**src/rtl/er_rom_loader.sv**
```systemverilog
// rtl/er_rom_loader.sv - ioctl ROM download stream to per-region byte writes
// Words are queued in a small FIFO, then written as low byte followed by high byte.
module er_rom_loader #(
  parameter int          DEPTH   = 4,
  parameter logic [7:0]  IDX_ROM = 8'd0,
  parameter logic [26:0] R1_BASE = 27'h10000,
  parameter logic [26:0] R2_BASE = 27'h18000,
  parameter logic [26:0] R3_BASE = 27'h1C000,
  parameter logic [26:0] R4_BASE = 27'h24000,
  parameter logic [26:0] R5_BASE = 27'h44000,
  parameter logic [26:0] R6_BASE = 27'h74000,
  parameter logic [26:0] R_END   = 27'h74400
) (
  input  logic        clk_sys,
  input  logic        reset_n,
  input  logic        ioctl_download,
  input  logic [7:0]  ioctl_index,
  input  logic [26:0] ioctl_addr,
  input  logic [15:0] ioctl_dout,
  input  logic        ioctl_wr,
  output logic        ioctl_wait,
  output logic        rom_we,
  output logic [2:0]  rom_region,
  output logic [17:0] rom_addr,
  output logic [7:0]  rom_data,
  output logic        dl_busy,
  output logic        dl_done,
  output logic [7:0]  checksum,
  output logic        overflow
);

  localparam int             AW       = $clog2(DEPTH);
  localparam logic [AW:0]    FULL_CNT = (AW+1)'(DEPTH);
  localparam logic [AW:0]    WAIT_CNT = (AW+1)'(DEPTH-1);

  typedef enum logic [1:0] {IDLE, LO, HI} state_t;

  logic [41:0]   mem [DEPTH];
  logic [AW-1:0] wr_ptr, rd_ptr;
  logic [AW:0]   count, count_next;
  state_t        state;
  logic          dl_prev;
  logic [25:0]   cur_waddr;
  logic [7:0]    cur_hi;
  logic          dl_act, accept, full, push, pop, start, drained;
  logic [41:0]   head;
  logic [21:0]   lo_dec, hi_dec;
  logic          unused_addr0;

  // Returns {in_range, region, offset}; region is the highest base not above the address.
  function automatic logic [21:0] decode(input logic [26:0] a);
    logic [2:0]  r;
    logic [17:0] base;
    r = 3'd0;
    base = 18'd0;
    if (a >= R1_BASE) begin r = 3'd1; base = R1_BASE[17:0]; end
    if (a >= R2_BASE) begin r = 3'd2; base = R2_BASE[17:0]; end
    if (a >= R3_BASE) begin r = 3'd3; base = R3_BASE[17:0]; end
    if (a >= R4_BASE) begin r = 3'd4; base = R4_BASE[17:0]; end
    if (a >= R5_BASE) begin r = 3'd5; base = R5_BASE[17:0]; end
    if (a >= R6_BASE) begin r = 3'd6; base = R6_BASE[17:0]; end
    return {a < R_END, r, a[17:0] - base};
  endfunction

  assign unused_addr0 = ioctl_addr[0];
  assign dl_act  = ioctl_download && (ioctl_index == IDX_ROM);
  assign accept  = ioctl_wr && dl_act;
  assign full    = (count == FULL_CNT);
  assign push    = accept && !full;
  assign pop     = (state != LO) && (count != '0);
  assign start   = dl_act && !dl_prev;
  assign drained = dl_busy && !dl_act && (count == '0) && (state == IDLE);
  assign head    = mem[rd_ptr];
  assign lo_dec  = decode({head[41:16], 1'b0});
  assign hi_dec  = decode({cur_waddr, 1'b1});

  always_comb begin
    count_next = count;
    if (push && !pop)
      count_next = count + 1'b1;
    else if (pop && !push)
      count_next = count - 1'b1;
  end

  always_ff @(posedge clk_sys) begin
    if (push)
      mem[wr_ptr] <= {ioctl_addr[26:1], ioctl_dout};
  end

  always_ff @(posedge clk_sys or negedge reset_n) begin
    if (!reset_n) begin
      wr_ptr     <= '0;
      rd_ptr     <= '0;
      count      <= '0;
      state      <= IDLE;
      dl_prev    <= 1'b0;
      cur_waddr  <= '0;
      cur_hi     <= '0;
      ioctl_wait <= 1'b0;
      rom_we     <= 1'b0;
      rom_region <= '0;
      rom_addr   <= '0;
      rom_data   <= '0;
      dl_busy    <= 1'b0;
      dl_done    <= 1'b0;
      checksum   <= '0;
      overflow   <= 1'b0;
    end else begin
      if (push) wr_ptr <= wr_ptr + 1'b1;
      if (pop)  rd_ptr <= rd_ptr + 1'b1;
      count      <= count_next;
      ioctl_wait <= (count_next >= WAIT_CNT);
      dl_prev    <= dl_act;
      dl_done    <= 1'b0;
      rom_we     <= 1'b0;

      if (state == LO) begin
        state      <= HI;
        rom_we     <= hi_dec[21];
        rom_region <= hi_dec[20:18];
        rom_addr   <= hi_dec[17:0];
        rom_data   <= cur_hi;
      end else if (pop) begin
        state      <= LO;
        cur_waddr  <= head[41:16];
        cur_hi     <= head[15:8];
        rom_we     <= lo_dec[21];
        rom_region <= lo_dec[20:18];
        rom_addr   <= lo_dec[17:0];
        rom_data   <= head[7:0];
      end else begin
        state <= IDLE;
      end

      if (start) begin
        checksum <= '0;
        overflow <= 1'b0;
        dl_busy  <= 1'b1;
      end else begin
        if (rom_we) checksum <= checksum + rom_data;
        if (drained) begin
          dl_done <= 1'b1;
          dl_busy <= 1'b0;
        end
      end
      if (accept && full)
        overflow <= 1'b1;
    end
  end

endmodule

```
**config.mk**
```make
export PLATFORM = sky130hd
export DESIGN_NAME = er_rom_loader
export DESIGN_NICKNAME = d
export VERILOG_FILES = /design/src/rtl/er_rom_loader.sv
export SDC_FILE = /design/constraint.sdc
export NUM_CORES = 1
export LEC_CHECK = 0
export CAP_MARGIN = 20
export CORE_UTILIZATION = 26
export DETAILED_ROUTE_END_ITERATION = 8
export GPL_TIMING_DRIVEN = 1
export PLACE_DENSITY_LB_ADDON = 0.05
export SETUP_SLACK_MARGIN = 0.3
export SLEW_MARGIN = 30
export SYNTH_ARGS = -nofsm -noshare
export SYNTH_HDL_FRONTEND = slang
export SYNTH_SLANG_ARGS = --single-unit
```
**constraint.sdc**
```tcl
create_clock -name clk_sys -period 9 [get_ports clk_sys]
set_input_delay 0.9 -clock clk_sys [delete_from_list [all_inputs] [get_ports clk_sys]]
set_output_delay 0.9 -clock clk_sys [all_outputs]
set_load 0.01 [all_outputs]
```
### After elaboration in Yosys (flattened, before gate mapping)

Memories as Yosys holds them, arrays and structs flattened.
Index checks and enable logic that the tools add are counted.

* register bits after elaboration: 86
* bits in writable memories: 168
* output and inout bits: 42
* word-level logic and storage cells: 114
* memories kept: 1

* add/sub/neg operators: 7
* magnitude comparators: 15
* equal/unequal tests: 3
* mux-type cells: 46
* bitwise operators: 1
* reduce and logical (&&, ||, !) cells: 25

Memories
* mem: depth 4, bits a word 42, read ports 1, clocked after Yosys merged registers in 0, wr ports 1, line 38 `logic [41:0] mem [DEPTH];`

Operator list (number)
* $mux W18: 12
* $ge A27 B17 Y1 const B: 6
* $ge A27 B19 Y1 const B: 4
* $ge A27 B18 Y1 const B: 2
* $lt A27 B19 Y1 const B: 2
* $mux W3: 13
* $sub A18 B18 Y18: 2
* $mux W17: 2
* $mux W8: 4
* $mux W1: 13
* $logic_and A1 B1 Y1: 11
* $add A8 B8 Y8: 1
* $logic_not A8 Y1: 1
* $reduce_bool A2 Y1: 4
* $logic_not A1 Y1: 5
* $add A2 B1 Y2 const B: 2
* $mux W2: 2
* $add A3 B1 Y3 const B: 1
* $eq A3 B3 Y1 const B: 1
* $ge A3 B2 Y1 const B: 1
* $logic_not A3 Y1: 1
* $reduce_bool A3 Y1: 1
* $sub A3 B1 Y3 const B: 1
* $eq A2 B1 Y1 const B: 1
* 4 further kinds: 4

### Depth between registers and ports, before layout

An unclocked memory read counts as a cell.

* depth after elaboration: 11
* depth in mapped cells: 13
* mapped depth without buffers: 11

### Worst setup path after synthesis

Ideal clock, no wire load.

* path type: flip-flop to flip-flop
* from: register rd_ptr[1]
* to: register rom_addr[17]
* setup time: 71 ps
* data arrival time: 3155 ps
* path slack: 5774 ps
* stages on the path, launching flop included: 14
* period minus slack after synthesis: 3226 ps
* cells stage by stage: dfrtp_1 > clkbuf_1 > clkbuf_1 > mux4_1 > nor4_1 > nand2_1 > nor3_1 > o21ai_0 > ha_1 > a21o_1 > a21oi_1 > xnor2_1 > or3_1 > nand4_1

* word-level cells in the longest chain between the ends: 11

Ends and longest elaborated chain
* start: declaration: line 39 `logic [AW-1:0] wr_ptr, rd_ptr;`
* start signal: assignment: line 110 `if (pop) rd_ptr <= rd_ptr + 1'b1;`
* $mem_v2 Z4 W42 (*)
* $ge A27 B17 Y1: line 56 `if (a >= R1_BASE) begin r = 3'd1; base = R1_BASE[17:0]; end`
* $mux W17: line 56
* $mux W18: line 57 `if (a >= R2_BASE) begin r = 3'd2; base = R2_BASE[17:0]; end`
* $mux W18: line 58 `if (a >= R3_BASE) begin r = 3'd3; base = R3_BASE[17:0]; end`
* $mux W18: line 59 `if (a >= R4_BASE) begin r = 3'd4; base = R4_BASE[17:0]; end`
* $mux W18: line 60 `if (a >= R5_BASE) begin r = 3'd5; base = R5_BASE[17:0]; end`
* $mux W18: line 61 `if (a >= R6_BASE) begin r = 3'd6; base = R6_BASE[17:0]; end`
* $sub A18 B18 Y18 (*): line 62 `return {a < R_END, r, a[17:0] - base};`
* $mux W18 (*): line 123 `end else if (pop) begin`
* $mux W18 (*): line 117 `if (state == LO) begin`
* end signal: assignment: line 121 `rom_addr <= hi_dec[17:0];`
* end signal: assignment: line 129 `rom_addr <= lo_dec[17:0];`
* end: declaration: line 24 `output logic [17:0] rom_addr,`

Every way passes the cells marked *; elsewhere a longest branch is shown, timed or not. The select of a mux whose other input is x is not followed.
A chain may end at the register's enable or synchronous reset.

### Worst setup path after layout

Same ends and word-level chain as after synthesis.

==> flow_summary.ini <==
[global_route]
grt_use_total_pct = 13.3
grt_max_degree = 62
first_global_vias = 6672
grt_remaining_overflow = 0
grt_pass1_wl_um = 41000
grt_antenna_before_repair = 0

[power_and_ir_drop]
power_switching_uw = 1450
ir_worst_vdd_uv = 156
combPwrFrac_pct = 33.8
pwr-share-seq_pct = 38.9
p_int_uw = 2740
powerDensity_mw_per_mm2 = 322
switching_share_pct = 34.6
clkPwrFrac_pct = 27.3
total_power_uw = 4200
p_leak_uw = 0.00477

[clocking]
clkLatencyLatePin_ps = 550
cts_tree = done
clockBufferDepth = 3
ctsHoldBuffers = 0
h-tree-depth = 1
cts_setup_buffers = 0
cts_buffers = 31
root_buffer = clkbuf_16
clkSinkCount = 254
postCtsResizedCells = 0
clkTransAtPathRegs_ps = 60

[sta]
fin_skew_ps = 7.13
rsz0062_at_grt = false
hold_viol_final = 0
worst_slew_pin_slew_ps = 823
setup_tns_ps = 0
finalCritPeriodShare_pct = 50.3
slew_headroom_pct = 45.2
drv_slew = 0
setup_viol = 0
fmax_mhz = 221
fin_crit_ps = 4530

[layout]
syn_to_final_growth_pct = 23.7
fin_nets = 910
drive_above_1_share_pct = 13.4
antenna_cells = 0

[setup_path]
critical_path.max_fanout = 27
crit_path_start_kind = flop
worstPathArrival_ps = 5010
cp.required_ps = 9480
worstSetupEndpointType = flop
criticalPathCategory = reg -> reg

[place]
gp_congestion = 0.726
numPortBuffers = 95
dp_hpwl_um = 16500

[floorplanning]
dieHeight_um = 203
core.rowCount = 73
io_pins = 97
core_area_mm2 = 0.0398
die_w_um = 203
initial_utilization_pct = 26.4
dieArea_mm2 = 0.0413

[logic_synthesis]
synth.most_common_cell = edfxtp_1
syn_nets = 805
synth_area_leaders = edfxtp_1 (48%), dfrtp_1 (20%), mux4_2 (7.5%)
syn_inst = 727
synth_cell_types = 57
ys_ff_latch = 254
yosys.area.top_type = edfxtp_1
yosys-top-cells-count = edfxtp_1 (168), nand2_1 (153), dfrtp_1 (86), nor2_1 (37), mux4_2 (35)
synth_top_area_share_pct = 47.9
synth-main-ff-cell = edfxtp_1
seq_area_frac_synth_pct = 68.3
synth-edff-count = 168
syn_area_per_cell_um2 = 14.5
synthesis.area_mm2 = 0.0105
ys_async_sr_fraction_pct = 33.9
ys_warn_count = 0

[routing]
routed_wl_um = 26800
drc = 0
avgViaCountPerCell = 4.46
ant_nets = 0
routedWlPerCell_um = 19.4
first_pass_iters = 4
via_count = 6159
drt_iter0_drc = 277

[outcome]
status = complete, no violations

[job]
drv_cap = 0

[min_path]
min_path_type = in -> async
-- placed cells by master (no fill, tap or decap), types with 12 or more instances in the layout --
cell type | netlist | layout
edfxtp_1 | 168 | 168
nand2_1 | 153 | 153
clkdlybuf4s50_1 | 0 | 94
dfrtp_1 | 86 | 84
nor2_1 | 37 | 37
mux4_2 | 35 | 35
clkbuf_16 | 0 | 31
a31oi_1 | 24 | 24
inv_1 | 23 | 23
ha_1 | 20 | 20
buf_4 | 0 | 14
a21oi_1 | 13 | 13
clkinv_2 | 0 | 12
-- sequential cells by signal, summed over array words and instances (netlist names) --
| signal | flops |
|---|---|
| rd_ptr | 2 |
| wr_ptr | 2 |
| checksum | 8 |
| count | 3 |
| rom_data | 8 |
| cur_waddr | 26 |
| dl_busy | 1 |
| ioctl_wait | 1 |
| mem | 168 |
| rom_we | 1 |
| rom_region | 3 |
| cur_hi | 8 |
| overflow | 1 |
| dl_prev | 1 |
| state | 2 |
| rom_addr | 18 |
| dl_done | 1 |
-- metal layers --
metal,up-vias,track usage [%],wire (µm)
met2,99,22.1,12700
met3,40,2.19,1020
met5,-,0,0
met1,3123,18.0,12500
li1,2897,-,-
met4,0,3.44,551
-- critical path, cell delays in order (launching register included) --
cell	delay, ps
dfrtp_2	680
buf_4	500
mux4_1	430
nor4_1	690
nand2_1	220
nor3_1	460
o21ai_0	280
ha_1	330
a21o_1	170
a21oi_1	160
xnor2_1	100
or3_1	330
nand4_1	80
-- metrics by stage --
step,setup WS (ps),area [µm²],hold slack [ps],utilization [%],instances
2_1_floorplan,5770,10500,446,-,727
5_1_grt,4070,13000,262,32.7,1381
3_3_place_gp,4420,12100,458,30.3,1324
3_5_place_dp,4360,12100,463,30.3,1324
6_report,4470,13000,259,32.7,1381
4_1_cts,4350,13000,247,32.7,1381
-- path summary, 6_finish.rpt --
kind	startpoint	endpoint	slack, ps	depth (start not counted)
setup reg to reg	rd_ptr[1]$_DFFE_PN0P_	rom_addr[17]$_DFFE_PN0P_	4470	12
hold / removal	reset_n	overflow$_DFFE_PN0P_	260	1
setup / recovery	rd_ptr[1]$_DFFE_PN0P_	rom_addr[17]$_DFFE_PN0P_	4470	12
min in group clk_sys	cur_waddr[7]$_DFFE_PN0P_	cur_waddr[7]$_DFFE_PN0P_	480	2
max in group asynchronous	reset_n	rd_ptr[0]$_DFFE_PN0P_	7540	2
hold reg to reg	cur_waddr[7]$_DFFE_PN0P_	cur_waddr[7]$_DFFE_PN0P_	480	2
-- area by class of cell --
| class | instances | area [µm²] |
|---|---|---|
| Clock buffer | 38 | 812 |
| Clock inverter | 19 | 125 |
| Fill cell | 3954 | 26800 |
| Inverter | 23 | 86.3 |
| Multi-Input combinational cell | 414 | 3100 |
| Sequential cell | 254 | 7200 |
| Tap cell | 525 | 657 |
| Timing Repair Buffer | 108 | 1050 |
-- power by group through the flow --
stage / clock network, µW / registers (µW) / logic (µW)
after floorplan: 0 / 1590 / 952
after global placement: 0 / 1650 / 1430
after detailed placement: 0 / 1660 / 1450
after CTS: 1190 / 1640 / 1450
after global routing: 1230 / 1660 / 1590
final: 1150 / 1630 / 1420
-- cells by family (layout without fill, tap and decap cells) --
| kind of cell | after synthesis | in the layout | synth area share, % |
|---|---|---|---|
| fa+ha+maj | 24 | 24 | 3.04 |
| mux | 49 | 49 | 9.91 |
| buf+inv | 59 | 188 | 2.39 |
| flops | 254 | 254 | 68.3 |
| xor+xnor | 13 | 13 | 1.08 |
| simple gates | 240 | 240 | 9.81 |
| compound gates | 88 | 88 | 5.43 |
(Power assumes the default switching activity.)
